## src/rtl/motor_pwm_ctrl.sv

```systemverilog
// Multi-channel H-bridge PWM controller: shared carrier, boundary-latched duty,
// per-channel direction FSM with coast-before-reverse and filtered overcurrent trip.
module motor_pwm_ctrl #(
   parameter int CH          = 2,
   parameter int CNT_W       = 19,
   parameter int PERIOD      = 250000,
   parameter int DEAD_CYCLES = 1000,
   parameter int OC_FILT     = 16
) (
   input  logic                clk,
   input  logic                rst_n,
   input  logic [CH*CNT_W-1:0] duty_cmd,
   input  logic [CH-1:0]       dir,
   input  logic [CH-1:0]       en,
   input  logic [CH-1:0]       oc_in,
   input  logic                fault_clr,
   output logic [CH-1:0]       pwm,
   output logic [CH-1:0]       in1,
   output logic [CH-1:0]       in2,
   output logic [CH-1:0]       fault,
   output logic                period_start
);

   localparam logic [CNT_W-1:0] PERIOD_W = CNT_W'(PERIOD);
   localparam logic [CNT_W-1:0] LAST_W   = CNT_W'(PERIOD - 1);
   localparam int DEAD_W = (DEAD_CYCLES > 1) ? $clog2(DEAD_CYCLES + 1) : 1;
   localparam int OC_W   = (OC_FILT > 1) ? $clog2(OC_FILT + 1) : 1;
   localparam logic [DEAD_W-1:0] DEAD_LOAD = DEAD_W'(DEAD_CYCLES);
   localparam logic [DEAD_W-1:0] DEAD_ONE  = DEAD_W'(1);
   localparam logic [OC_W-1:0]   OC_TRIP   = OC_W'(OC_FILT);

   typedef enum logic [2:0] {
      S_IDLE  = 3'd0,
      S_FWD   = 3'd1,
      S_REV   = 3'd2,
      S_DEAD  = 3'd3,
      S_FAULT = 3'd4
   } state_t;

   function automatic logic [CNT_W-1:0] sat_duty(input logic [CNT_W-1:0] d);
      return (d > PERIOD_W) ? PERIOD_W : d;
   endfunction

   logic [CNT_W-1:0] cnt_p0;
   logic             wrap_p0;

   assign wrap_p0 = (cnt_p0 == LAST_W);

   always_ff @(posedge clk) begin
      if (!rst_n) begin
         cnt_p0       <= '0;
         period_start <= 1'b0;
      end else begin
         cnt_p0       <= wrap_p0 ? '0 : cnt_p0 + 1'b1;
         period_start <= wrap_p0;
      end
   end

   for (genvar i = 0; i < CH; i++) begin : g_ch
      state_t              state_q;
      state_t              state_d;
      logic [CNT_W-1:0]    duty_act;
      logic [DEAD_W-1:0]   dead_cnt;
      logic [OC_W-1:0]     oc_cnt;
      logic                oc_trip;
      logic                run_d;
      logic                pwm_p1;
      logic                in1_s;
      logic                in2_s;
      logic                flt_s;

      assign oc_trip = (oc_cnt == OC_TRIP);
      assign run_d   = (state_d == S_FWD) || (state_d == S_REV);

      // Duty only changes at the wrap so a period is never cut short or stretched.
      always_ff @(posedge clk) begin
         if (!rst_n)
            duty_act <= '0;
         else if (wrap_p0)
            duty_act <= sat_duty(duty_cmd[i*CNT_W +: CNT_W]);
      end

      always_ff @(posedge clk) begin
         if (!rst_n)
            oc_cnt <= '0;
         else if (!oc_in[i])
            oc_cnt <= '0;
         else if (!oc_trip)
            oc_cnt <= oc_cnt + 1'b1;
      end

      // Counter is loaded only on entry to DEAD, so dir chatter cannot extend the coast.
      always_ff @(posedge clk) begin
         if (!rst_n)
            dead_cnt <= '0;
         else if ((state_d == S_DEAD) && (state_q != S_DEAD))
            dead_cnt <= DEAD_LOAD;
         else if ((state_q == S_DEAD) && (dead_cnt != '0))
            dead_cnt <= dead_cnt - 1'b1;
      end

      always_ff @(posedge clk) begin
         if (!rst_n)
            state_q <= S_IDLE;
         else
            state_q <= state_d;
      end

      always_comb begin
         state_d = state_q;
         if (oc_trip) begin
            state_d = S_FAULT;
         end else begin
            case (state_q)
               S_IDLE:  if (en[i]) state_d = dir[i] ? S_REV : S_FWD;
               S_FWD: begin
                  if (!en[i])      state_d = S_IDLE;
                  else if (dir[i]) state_d = S_DEAD;
               end
               S_REV: begin
                  if (!en[i])       state_d = S_IDLE;
                  else if (!dir[i]) state_d = S_DEAD;
               end
               S_DEAD: begin
                  if (!en[i])                 state_d = S_IDLE;
                  else if (dead_cnt <= DEAD_ONE) state_d = dir[i] ? S_REV : S_FWD;
               end
               S_FAULT: if (fault_clr && !oc_in[i]) state_d = S_IDLE;
               default: state_d = S_IDLE;
            endcase
         end
      end

      always_comb begin
         in1_s = 1'b0;
         in2_s = 1'b0;
         flt_s = 1'b0;
         case (state_q)
            S_FWD:   in1_s = 1'b1;
            S_REV:   in2_s = 1'b1;
            S_FAULT: flt_s = 1'b1;
            default: ;
         endcase
      end

      // Stage p1: gating by the next state keeps pwm aligned with in1/in2 after the edge.
      always_ff @(posedge clk) begin
         if (!rst_n)
            pwm_p1 <= 1'b0;
         else
            pwm_p1 <= run_d && (cnt_p0 < duty_act);
      end

      assign pwm[i]   = pwm_p1;
      assign in1[i]   = in1_s;
      assign in2[i]   = in2_s;
      assign fault[i] = flt_s;
   end

endmodule

```

## config.mk

```make
export PLATFORM = sky130hd
export DESIGN_NAME = motor_pwm_ctrl
export DESIGN_NICKNAME = d
export VERILOG_FILES = /design/src/rtl/motor_pwm_ctrl.sv
export SDC_FILE = /design/constraint.sdc
export NUM_CORES = 1
export LEC_CHECK = 0
export CORE_MARGIN = 8
export CORE_UTILIZATION = 50
export DETAILED_ROUTE_END_ITERATION = 8
export PLACE_DENSITY = 0.76
export SLEW_MARGIN = 20
export SYNTH_ARGS = -nofsm -noshare
export SYNTH_HDL_FRONTEND = slang
export SYNTH_SLANG_ARGS = --single-unit
```

## constraint.sdc

```tcl
create_clock -name clk -period 2.6 [get_ports clk]
set_input_delay 0.26 -clock clk [delete_from_list [all_inputs] [get_ports clk]]
set_output_delay 0.26 -clock clk [all_outputs]
set_load 0.1 [all_outputs]
```

# --- Word level (Yosys, flattened, before mapping) ---
# Cells that the tools add are included.
word_totals:
  elab_cells: 102
  regBits: 96
  input_bits: 47
  output_inout_bits: 9
op_classes:
  reduce_logical: 23
  magnitude_cmp: 6
  n_bitwise: 1
  n_eq_ne: 19
  add_sub_neg: 5
  muxes: 34
op_table:
  columns: ["op", "count"]
  rows:
  - ["2-to-1 mux 3 bit", 18]
  - ["2-to-1 mux 10 bit", 4]
  - ["> comparator 19 x 18 -> 1 bit (second input constant)", 2]
  - ["< comparator 19 bit", 2]
  - ["2-to-1 mux 19 bit", 2]
  - ["case mux 3 bit (5 select lines)", 2]
  - ["== test 3 x 2 -> 1 bit (second input constant)", 8]
  - ["less-or-equal comparator 10 x 1 -> 1 bit (second input constant)", 2]
  - ["nonzero test 10 bit", 2]
  - ["subtractor 10 x 1 -> 10 bit (second input constant)", 2]
  - ["adder 19 x 1 -> 19 bit (second input constant)", 1]
  - ["== test 19 x 18 -> 1 bit (second input constant)", 1]
  - ["== test 3 x 1 -> 1 bit (second input constant)", 4]
  - ["adder 5 x 1 -> 5 bit (second input constant)", 2]
  - ["== test 5 bit (second input constant)", 2]
  - ["logical AND 1 bit", 8]
  - ["== test 3 bit (second input constant)", 2]
  - ["logical NOT 3 bit", 2]
  - ["2-to-1 mux 1 bit", 6]
  - ["inequality test 3 x 2 -> 1 bit (second input constant)", 2]
  - ["OR reduction 2 bit", 3]
  - ["2-to-1 mux 2 bit", 2]
  - ["AND reduction 2 bit", 2]
  - ["nonzero test 2 bit", 2]
  - ["other kinds (3)", 5]

# --- Longest topological paths before layout ---
# Gate-level depths: netlist (run 1).
depth:
  depth_word: 8
  ltp_mapped: 8
  ltp_nobuf: 7

# --- Least setup slack after synthesis (run 1) ---
# OpenSTA, ideal clock, no wires.
synth_timing:
  path_type: "flip-flop to flip-flop"
  startpoint: "reg g_ch[0].oc_cnt[0]"
  endpoint: "reg g_ch[0].dead_cnt[3]"
  t_arrival_ps: 1780
  setup_ps: 74
  synth_period_minus_slack_ps: 1854
  required_time_ps: 2526
  n_path_buf: 1
  path_stages_with_launch: 8
  slack_ps: 746
  path_cell_list: "dfxtp_1 -> inv_1 -> ha_1 -> nor4bb_1 -> buf_2 -> or4_1 -> or3_1 -> a31oi_1"
synth_between:
  elab_chain_len: 5
  elab_cells_between_ends: 6
  classes_between: "eq/ne: 2; mux: 2; reduce/logical: 2"
synth_lines:
  columns: ["item", "line_no", "text"]
  rows:
  - ["from (decl)", "64", "logic [OC_W-1:0] oc_cnt;"]
  - ["from (signal assigned)", "89", "oc_cnt <= oc_cnt + 1'b1;"]
  - ["== test 5 bit (*)", "72", "assign oc_trip = (oc_cnt == OC_TRIP);"]
  - ["2-to-1 mux 3 bit (*)", "111", "if (oc_trip) begin"]
  - ["== test 3 x 2 -> 1 bit (*)", "96", "else if ((state_d == S_DEAD) && (state_q != S_DEAD))"]
  - ["logical AND 1 bit (*)", "96", null]
  - ["2-to-1 mux 10 bit / nonzero test 2 bit (equally long branches)", null, null]
  - ["to (signal assigned)", "99", "dead_cnt <= dead_cnt - 1'b1;"]
  - ["to (decl)", "63", "logic [DEAD_W-1:0] dead_cnt;"]
# Mark *: on every way between the ends. The rest lies on a longest branch, timed or not.
# A chain may end at the register's enable or synchronous reset.

# --- Worst setup path after layout (run 1) ---
layout_timing:
  startpoint: "reg cnt_p0[0]"
  endpoint: "reg g_ch[0].duty_act[7]"
layout_between:
  elab_chain_len: 1
layout_lines:
  columns: ["item", "line_no", "text"]
  rows:
  - ["from (decl)", "44", "logic [CNT_W-1:0] cnt_p0;"]
  - ["from (signal assigned)", "54", "cnt_p0 <= wrap_p0 ? '0 : cnt_p0 + 1'b1;"]
  - ["== test 19 x 18 -> 1 bit", "47", "assign wrap_p0 = (cnt_p0 == LAST_W);"]
  - ["to (signal assigned)", "80", "duty_act <= sat_duty(duty_cmd[i*CNT_W +: CNT_W]);"]
  - ["to (decl)", "62", "logic [CNT_W-1:0] duty_act;"]
# No other way between the ends.

==> results of run 1 <==
final timing paths:
| path | start | endpoint | cells past startpoint | slack, ns |
|---|---|---|---|---|
| min | g_ch[0].duty_act[18]$_SDFFE_PN0P_ | g_ch[0].duty_act[18]$_SDFFE_PN0P_ | 2 | 0.45 |
| max reg2reg | cnt_p0[0]$_SDFF_PP0_ | g_ch[0].duty_act[7]$_SDFFE_PN0P_ | 6 | 0.41 |
| min reg2reg | g_ch[0].duty_act[18]$_SDFFE_PN0P_ | g_ch[0].duty_act[18]$_SDFFE_PN0P_ | 2 | 0.45 |
| max | cnt_p0[0]$_SDFF_PP0_ | g_ch[0].duty_act[7]$_SDFFE_PN0P_ | 6 | 0.41 |
per-layer routing:
metal  routed length (um)  GRT usage, %
met3                  464          3.36
met5                    0             0
met2                 5530          29.0
met1                 5500          21.1
met4                  142          6.00
through the flow:
stage                     power [W]  cells
after floorplan             0.00173    592
after CTS                   0.00272    777
final                       0.00271    777
after global routing        0.00283    777
after global placement      0.00184    761
after detailed placement    0.00185    761
power by group through the flow:
stage | sequential [W] | clock, W | combinational, W
4_1_cts | 0.00152 | 0.000906 | 0.000297
3_3_place_gp | 0.00155 | 0 | 0.000290
2_1_floorplan | 0.00154 | 0 | 0.000185
6_report | 0.00152 | 0.000890 | 0.000298
5_1_grt | 0.00152 | 0.000982 | 0.000326
3_5_place_dp | 0.00155 | 0 | 0.000295
state kept, by name, indices dropped and copies added (netlist names):
signal / flops
g_ch.dead_cnt: 20
cnt_p0: 19
g_ch.pwm_p1: 2
period_start: 1
g_ch.state_q: 6
g_ch.oc_cnt: 10
g_ch.duty_act: 38
cell usage in the layout (no fill, tap or decap), types with 15 or more instances in the layout:
cell type / synthesis / routed
inv_1: 54 / 54
xnor2_1: 25 / 25
nor3_1: 20 / 20
nand2_1: 28 / 28
a21oi_1: 27 / 27
dfxtp_1: 96 / 96
buf_4: 8 / 16
ha_1: 45 / 45
clkdlybuf4s50_1: 0 / 46
nor2_1: 70 / 70
nand3_1: 15 / 15
synth_stat cells (all sizes together), types with 4 or more instances:
cell    number
a221oi       5
nor2b        9
xor2        11
inv         55
nand2       28
nor3        20
a32o        11
ha          45
a22o        11
clkbuf      11
or3          5
and3        14
a211oi      10
nand4       14
dfxtp       96
xnor2       25
buf         18
o221a        6
o21ai       16
a21oi       27
a31oi        4
nor4        13
nand2b       4
a21o         4
nor3b        6
nand3       16
nor4bb       4
nor2        70
kinds of logic after synthesis:
logic type | Yosys count
fa+ha+maj | 45
xor+xnor | 36
mux | 3
buf+inv | 84
flops | 96
compound gates | 108
simple gates | 220
final cells by class:
type / count / area, sq um / area share [%]
clock inverter: 6 / 41.3 / 0.695
sequential: 96 / 1920 / 32.3
timing repair buffer: 62 / 581 / 9.77
clock buffer: 10 / 128 / 2.15
multi-input combinational: 412 / 2890 / 48.7
tap: 136 / 170 / 2.86
inverter: 55 / 206 / 3.47
critical path: cells and delay by family, from the launching register on:
kind | cells | cell delay, ns
fa+ha+maj | 1 | 0.25
flops | 1 | 0.45
compound gates | 1 | 0.31
buf+inv | 1 | 0.38
simple gates | 3 | 0.70
==> qor.yml, run 1 <==
floorplanning:
  row_count: 37
  ioPinCount: 56
  start_util_pct: 50.8
  chipHeight_um: 118
  core_area_sq_mm: 0.0102
  die_w_um: 118
  dieArea_sq_mm: 0.0139
critical_path:
  path_max_fanout: 26
  critical_path_arrival_ns: 2.46
  crit_type: "flop to flop"
  slowest_delay_ns: 0.45
  cp_common_cell: "nand4_1"
  cp_slowest_cell: "dfxtp_1"
  path_cells: "ha_1 > nand4_1 > nor2_1 > nand4_1 > buf_4 > a221oi_1"
  end_kind: "flop"
  cp-start-kind: "flop"
  required_ns: 2.87
sta:
  whs_ns: 0.447
  finalClockSkew_ns: 0.0172
  hold_viol: 0
  slew_headroom_pct: 51.3
  max_freq_ghz: 0.456
  fin_crit_ns: 2.19
  maxSlewViolCount: 0
  worst_pin_slew_ns: 0.727
  fin_crit_sh_pct: 84.4
  fin_ws_ns: 0.407
  setup_tns_ns: 0
  rsz0062_at_grt: "no"
  setup_viol: 0
synth:
  synth_top_family_by_area: "simple AND/OR/NAND/NOR gates"
  synth_cell_type_count: 57
  synth-simple-area-share_pct: 22.9
  synth_top_area_share_pct: 37.2
  syn_inst: 592
  syn_nets: 684
  yosysTopAreaCell: "dfxtp_1"
  postSynthAreaPerCell_sq_um: 8.74
  synthAdderAreaFrac_pct: 10.9
  ys.flop_type: "dfxtp_1"
  synth-xor-area-share_pct: 6.10
  synthesis.area_sq_mm: 0.00517
  async_flop_share_pct: 0
  yosys_register_bits: 96
  yosys-top-cells-area: "dfxtp_1 37%, ha_1 11%, nor2_1 5.1%"
  synth_edf_count: 0
  synth-compound-area-share_pct: 15.4
  synthMuxAreaShare_pct: 0.581
  yosysWarnings: 0
  ys_seq_area_share_pct: 37.2
finish:
  fin_util_pct: 58.3
  post-route-cell-area_sq_mm: 0.00594
  syn_to_final_growth_pct: 14.9
  antenna_cells: 0
  n_fill_cell: 935
  nNetsFinal: 728
  drive_above_1_share_pct: 7.33
min_path:
  hold_class: "flop to flop"
power:
  power.leakage_nw: 2.26
  power_density_mw_per_mm2: 455
  power_switching_share_pct: 26.8
  switchingPower_w: 0.000725
  ir_drop_mv: 0.237
  combPwrFrac_pct: 11.0
  pwr-share-seq_pct: 56.1
  p_clk_share_pct: 32.9
  power.internal_w: 0.00198
cts:
  cts_tree: "done"
  clk_pin_slew_worst_paths_ns: 0.10
  htree_levels: 3
  ctsHoldBuffers: 0
  postCtsSetupBuffers: 0
  cts_buffer_depth: 2
  clock-sinks: 96
  clock_latency_ns: 0.38
  cts-resized-gates: 0
  clock-root-buffer: "clkbuf_8"
  cts_made_buffers: 9
routing:
  wl_um: 11600
  wl_per_cell_um: 15.0
  vias_per_cell: 5.62
  vias: 4365
  drc: 0
  antenna_left: 0
  drtIter0Drc: 280
  dr.pass1.iters: 4
global_route:
  grt_pass1_wl_um: 20000
  track_usage_pct: 17.1
  grt_overflow: 0
  grt_pass1_vias: 4405
  antenna_found_initial: 0
  grt_max_degree: 37
place:
  pre_cts_ws_ns: 0.0890
  place.gp.congestion: 0.836
  placed_area_sq_mm: 0.00577
  dp_hpwl_um: 8860
  port_buffers: 55
job:
  maxCapViolations: 0
outcome:
  run_status: "finished clean"
Power figures use the tool's default switching activity.
==> run 2: changes to the inputs <==
==> constraint.sdc (replaced) <==
create_clock -name clk -period 2.25 [get_ports clk]
set_input_delay 0.225 -clock clk [delete_from_list [all_inputs] [get_ports clk]]
set_output_delay 0.225 -clock clk [all_outputs]
set_load 0.1 [all_outputs]
==> run 2 against run 1 <==
Routed wire length is 2.7% higher; die area is the same; final cell count rose by 1.2%; critical path depth unchanged; utilization up 1.4 points; register-to-register slack got worse by 0.19 ns; combinational power is 21% higher; design area increased by 2.4%.
==> qor.yml, run 2 (synthesized netlist as in run 1, its figures left out) <==
finish:
  nNetsFinal: 737  # was 728
  antenna_cells: 0  # unchanged
  final_common_cell: "dfxtp_1"  # unchanged
  fin_util_pct: 59.7  # was 58.3%
  syn_to_final_growth_pct: 17.6  # was 14.9%
  n_fill_cell: 921  # was 935
  largest_reg_flops: 38  # unchanged
  largest-register: "g_ch.duty_act"  # unchanged
  post-route-cell-area_sq_mm: 0.00608  # was 0.00594 sq mm
  drive_above_1_share_pct: 8.62  # was 7.33%
  reg.largest.list: "g_ch.duty_act: 38 flops, g_ch.dead_cnt: 20 flops, cnt_p0: 19 flops"  # unchanged
  stdcell_count: 786  # was 777
  final_cell_mix: "96 x dfxtp_1, 70 x nor2_1, 54 x inv_1, 46 x clkdlybuf4s50_1, 45 x ha_1"  # unchanged
routing:
  wl_per_cell_um: 15.2  # was 15.0 um
  vias_per_cell: 5.62  # about the same
  vias: 4416  # was 4365
  antenna_left: 0  # unchanged
  drc: 0  # unchanged
  dr.pass1.iters: 5  # was 4
  drtIter0Drc: 203  # was 280
  wl_um: 12000  # was 11600 um
sta:
  hold_viol: 0  # unchanged
  setup_tns_ns: 0  # unchanged
  finalClockSkew_ns: 0.0150  # was 0.0172 ns
  slew_headroom_pct: 52.2  # was 51.3%
  fin_crit_ns: 2.03  # was 2.19 ns
  setup_viol: 0  # unchanged
  rsz0062_at_grt: "no"  # unchanged
  worst_pin_slew_ns: 0.715  # was 0.727 ns
  max_freq_ghz: 0.492  # was 0.456 GHz
  maxSlewViolCount: 0  # unchanged
  fin_crit_sh_pct: 90.4  # was 84.4%
  whs_ns: 0.452  # was 0.447 ns
cts:
  clk_pin_slew_worst_paths_ns: 0.09  # was 0.10 ns
  clock_latency_ns: 0.36  # was 0.38 ns
  cts_tree: "done"  # unchanged
  htree_levels: 3  # unchanged
  cts-resized-gates: 0  # unchanged
  cts_made_buffers: 9  # unchanged
  cts_buffer_depth: 2  # unchanged
  clock-root-buffer: "clkbuf_8"  # unchanged
  clock-sinks: 96  # unchanged
floorplanning:
  row_count: 37  # unchanged
  chipHeight_um: 118  # unchanged
  dieArea_sq_mm: 0.0139  # unchanged
  die_w_um: 118  # unchanged
  start_util_pct: 50.8  # unchanged
  core_area_sq_mm: 0.0102  # unchanged
  ioPinCount: 56  # unchanged
global_route:
  antenna_found_initial: 0  # unchanged
  grt_max_degree: 36  # was 37
  grt_pass1_wl_um: 20100  # was 20000 um
  track_usage_pct: 17.0  # was 17.1%
  grt_pass1_vias: 4308  # was 4405
  grt_overflow: 0  # unchanged
min_path:
  worst_hold_path.num_cells: 2  # unchanged
  holdCritStartpoint: "g_ch[0].duty_act[18]$_SDFFE_PN0P_"  # unchanged
  hold_class: "flop to flop"  # unchanged
  min_to: "g_ch[0].duty_act[18]$_SDFFE_PN0P_"  # unchanged
critical_path:
  rr_worst_depth: 6  # unchanged
  r2r_end: "g_ch[1].duty_act[15]$_SDFFE_PN0P_"  # was g_ch[0].duty_act[7]$_SDFFE_PN0P_
  path_delay_family: "simple AND/OR/NAND/NOR gates"  # unchanged
  rrSetupSlack_ns: 0.22  # was 0.41 ns
  path_max_fanout: 8  # was 26
  crit_buf_inv: 0  # was 1
  timing.rr.start: "cnt_p0[1]$_SDFF_PP0_"  # was cnt_p0[0]$_SDFF_PP0_
  critical_path_arrival_ns: 2.29  # was 2.46 ns
  end_kind: "flop"  # unchanged
  cp_slowest_cell: "dfxtp_1"  # unchanged
  required_ns: 2.50  # was 2.87 ns
  crit_type: "flop to flop"  # unchanged
  slowest_delay_ns: 0.43  # was 0.45 ns
  path_cells: "ha_1 > nand4_1 > nor2_1 > and4_1 > nand3b_1 > o221a_2"  # was ha_1 > nand4_1 > nor2_1 > nand4_1 > buf_4 > a221oi_1
  cp-start-kind: "flop"  # unchanged
place:
  dpl.cell_count: 769  # was 761
  dp_hpwl_um: 9110  # was 8860 um
  port_buffers: 55  # unchanged
  placed_area_sq_mm: 0.00585  # was 0.00577 sq mm
  place.gp.congestion: 0.798  # was 0.836
power:
  ir_drop_mv: 0.307  # was 0.237 mV
  power_density_mw_per_mm2: 553  # was 455 mW/mm^2
  power.leakage_nw: 2.32  # was 2.26 nW
outcome:
  run_status: "finished clean"  # unchanged
job:
  maxCapViolations: 0  # unchanged
==> run 2: cell types whose count changed in the layout (fill, tap and decap cells not counted) <==
cell / delta
buf_12: +2
buf_4: +7
bufinv_16: +2
clkinv_2: -2
clkinvlp_4: +1
inv_6: -1
==> run 2: final cells by class <==
type | count | area, sq um | share of cell area (%)
inverter | 55 | 206 | 3.39
sequential | 96 | 1920 | 31.6
clock buffer | 10 | 128 | 2.10
tap | 136 | 170 | 2.80
timing repair buffer | 71 | 673 | 11.1
clock inverter | 6 | 90.1 | 1.48
multi-input combinational | 412 | 2890 | 47.6
==> run 2: through the flow <==
step,worst slack (ns),total power [W]
finish,0.217,0.00337
global route,0.0360,0.00350
CTS,0.154,0.00338
detailed placement,-0.234,0.00215
global placement,-0.116,0.00214
floorplan,0.396,0.00200
==> run 2: how the worst max path moves through the flow <==
| stage | start | end | slack, ns | depth (start not counted) |
|---|---|---|---|---|
| 2_1_floorplan | g_ch[0].oc_cnt[0]$_SDFFE_PN0P_ | g_ch[0].dead_cnt[3]$_SDFFE_PN0P_ | 0.40 | 7 |
| 3_3_place_gp | duty_cmd[13] | g_ch[0].duty_act[15]$_SDFFE_PN0P_ | -0.12 | 5 |
| 3_5_place_dp | duty_cmd[13] | g_ch[0].duty_act[15]$_SDFFE_PN0P_ | -0.23 | 5 |
| 4_1_cts | duty_cmd[13] | g_ch[0].duty_act[15]$_SDFFE_PN0P_ | 0.15 | 5 |
| 5_1_grt | cnt_p0[1]$_SDFF_PP0_ | g_ch[1].duty_act[0]$_SDFFE_PN0P_ | 0.04 | 6 |
| 6_report | cnt_p0[1]$_SDFF_PP0_ | g_ch[1].duty_act[15]$_SDFFE_PN0P_ | 0.22 | 6 |
==> run 2: worst reg2reg max path, cell delays in order (launching register included) <==
cell and delay, ns:
dfxtp_1 0.43, ha_1 0.25, nand4_1 0.14, nor2_1 0.21, and4_1 0.39, nand3b_1 0.23
o221a_2 0.29
==> run 2: timing repair <==
action / in CTS / in global routing
endpoints found under the setup margin: 0 / 17
hold buffers: 0 / 0
buffers inserted: 0 / 1
==> run 2: routing by layer <==
| metal | wire length (um) | GRT usage [%] | share of wire [%] |
|---|---|---|---|
| met1 | 5550 | 20.9 | 46 |
| met2 | 5780 | 29.6 | 48 |
| met3 | 542 | 3.60 | 4.5 |
| met4 | 85 | 4.08 | 0.71 |
| met5 | 0 | 0 | 0 |
==> run 2: where the power goes <==
part / internal, W / switching [W] / total (W)
combinational: 0.000166 / 0.000194 / 0.000360
sequential: 0.00172 / 0.0000289 / 0.00175
clock: 0.000633 / 0.000620 / 0.00125
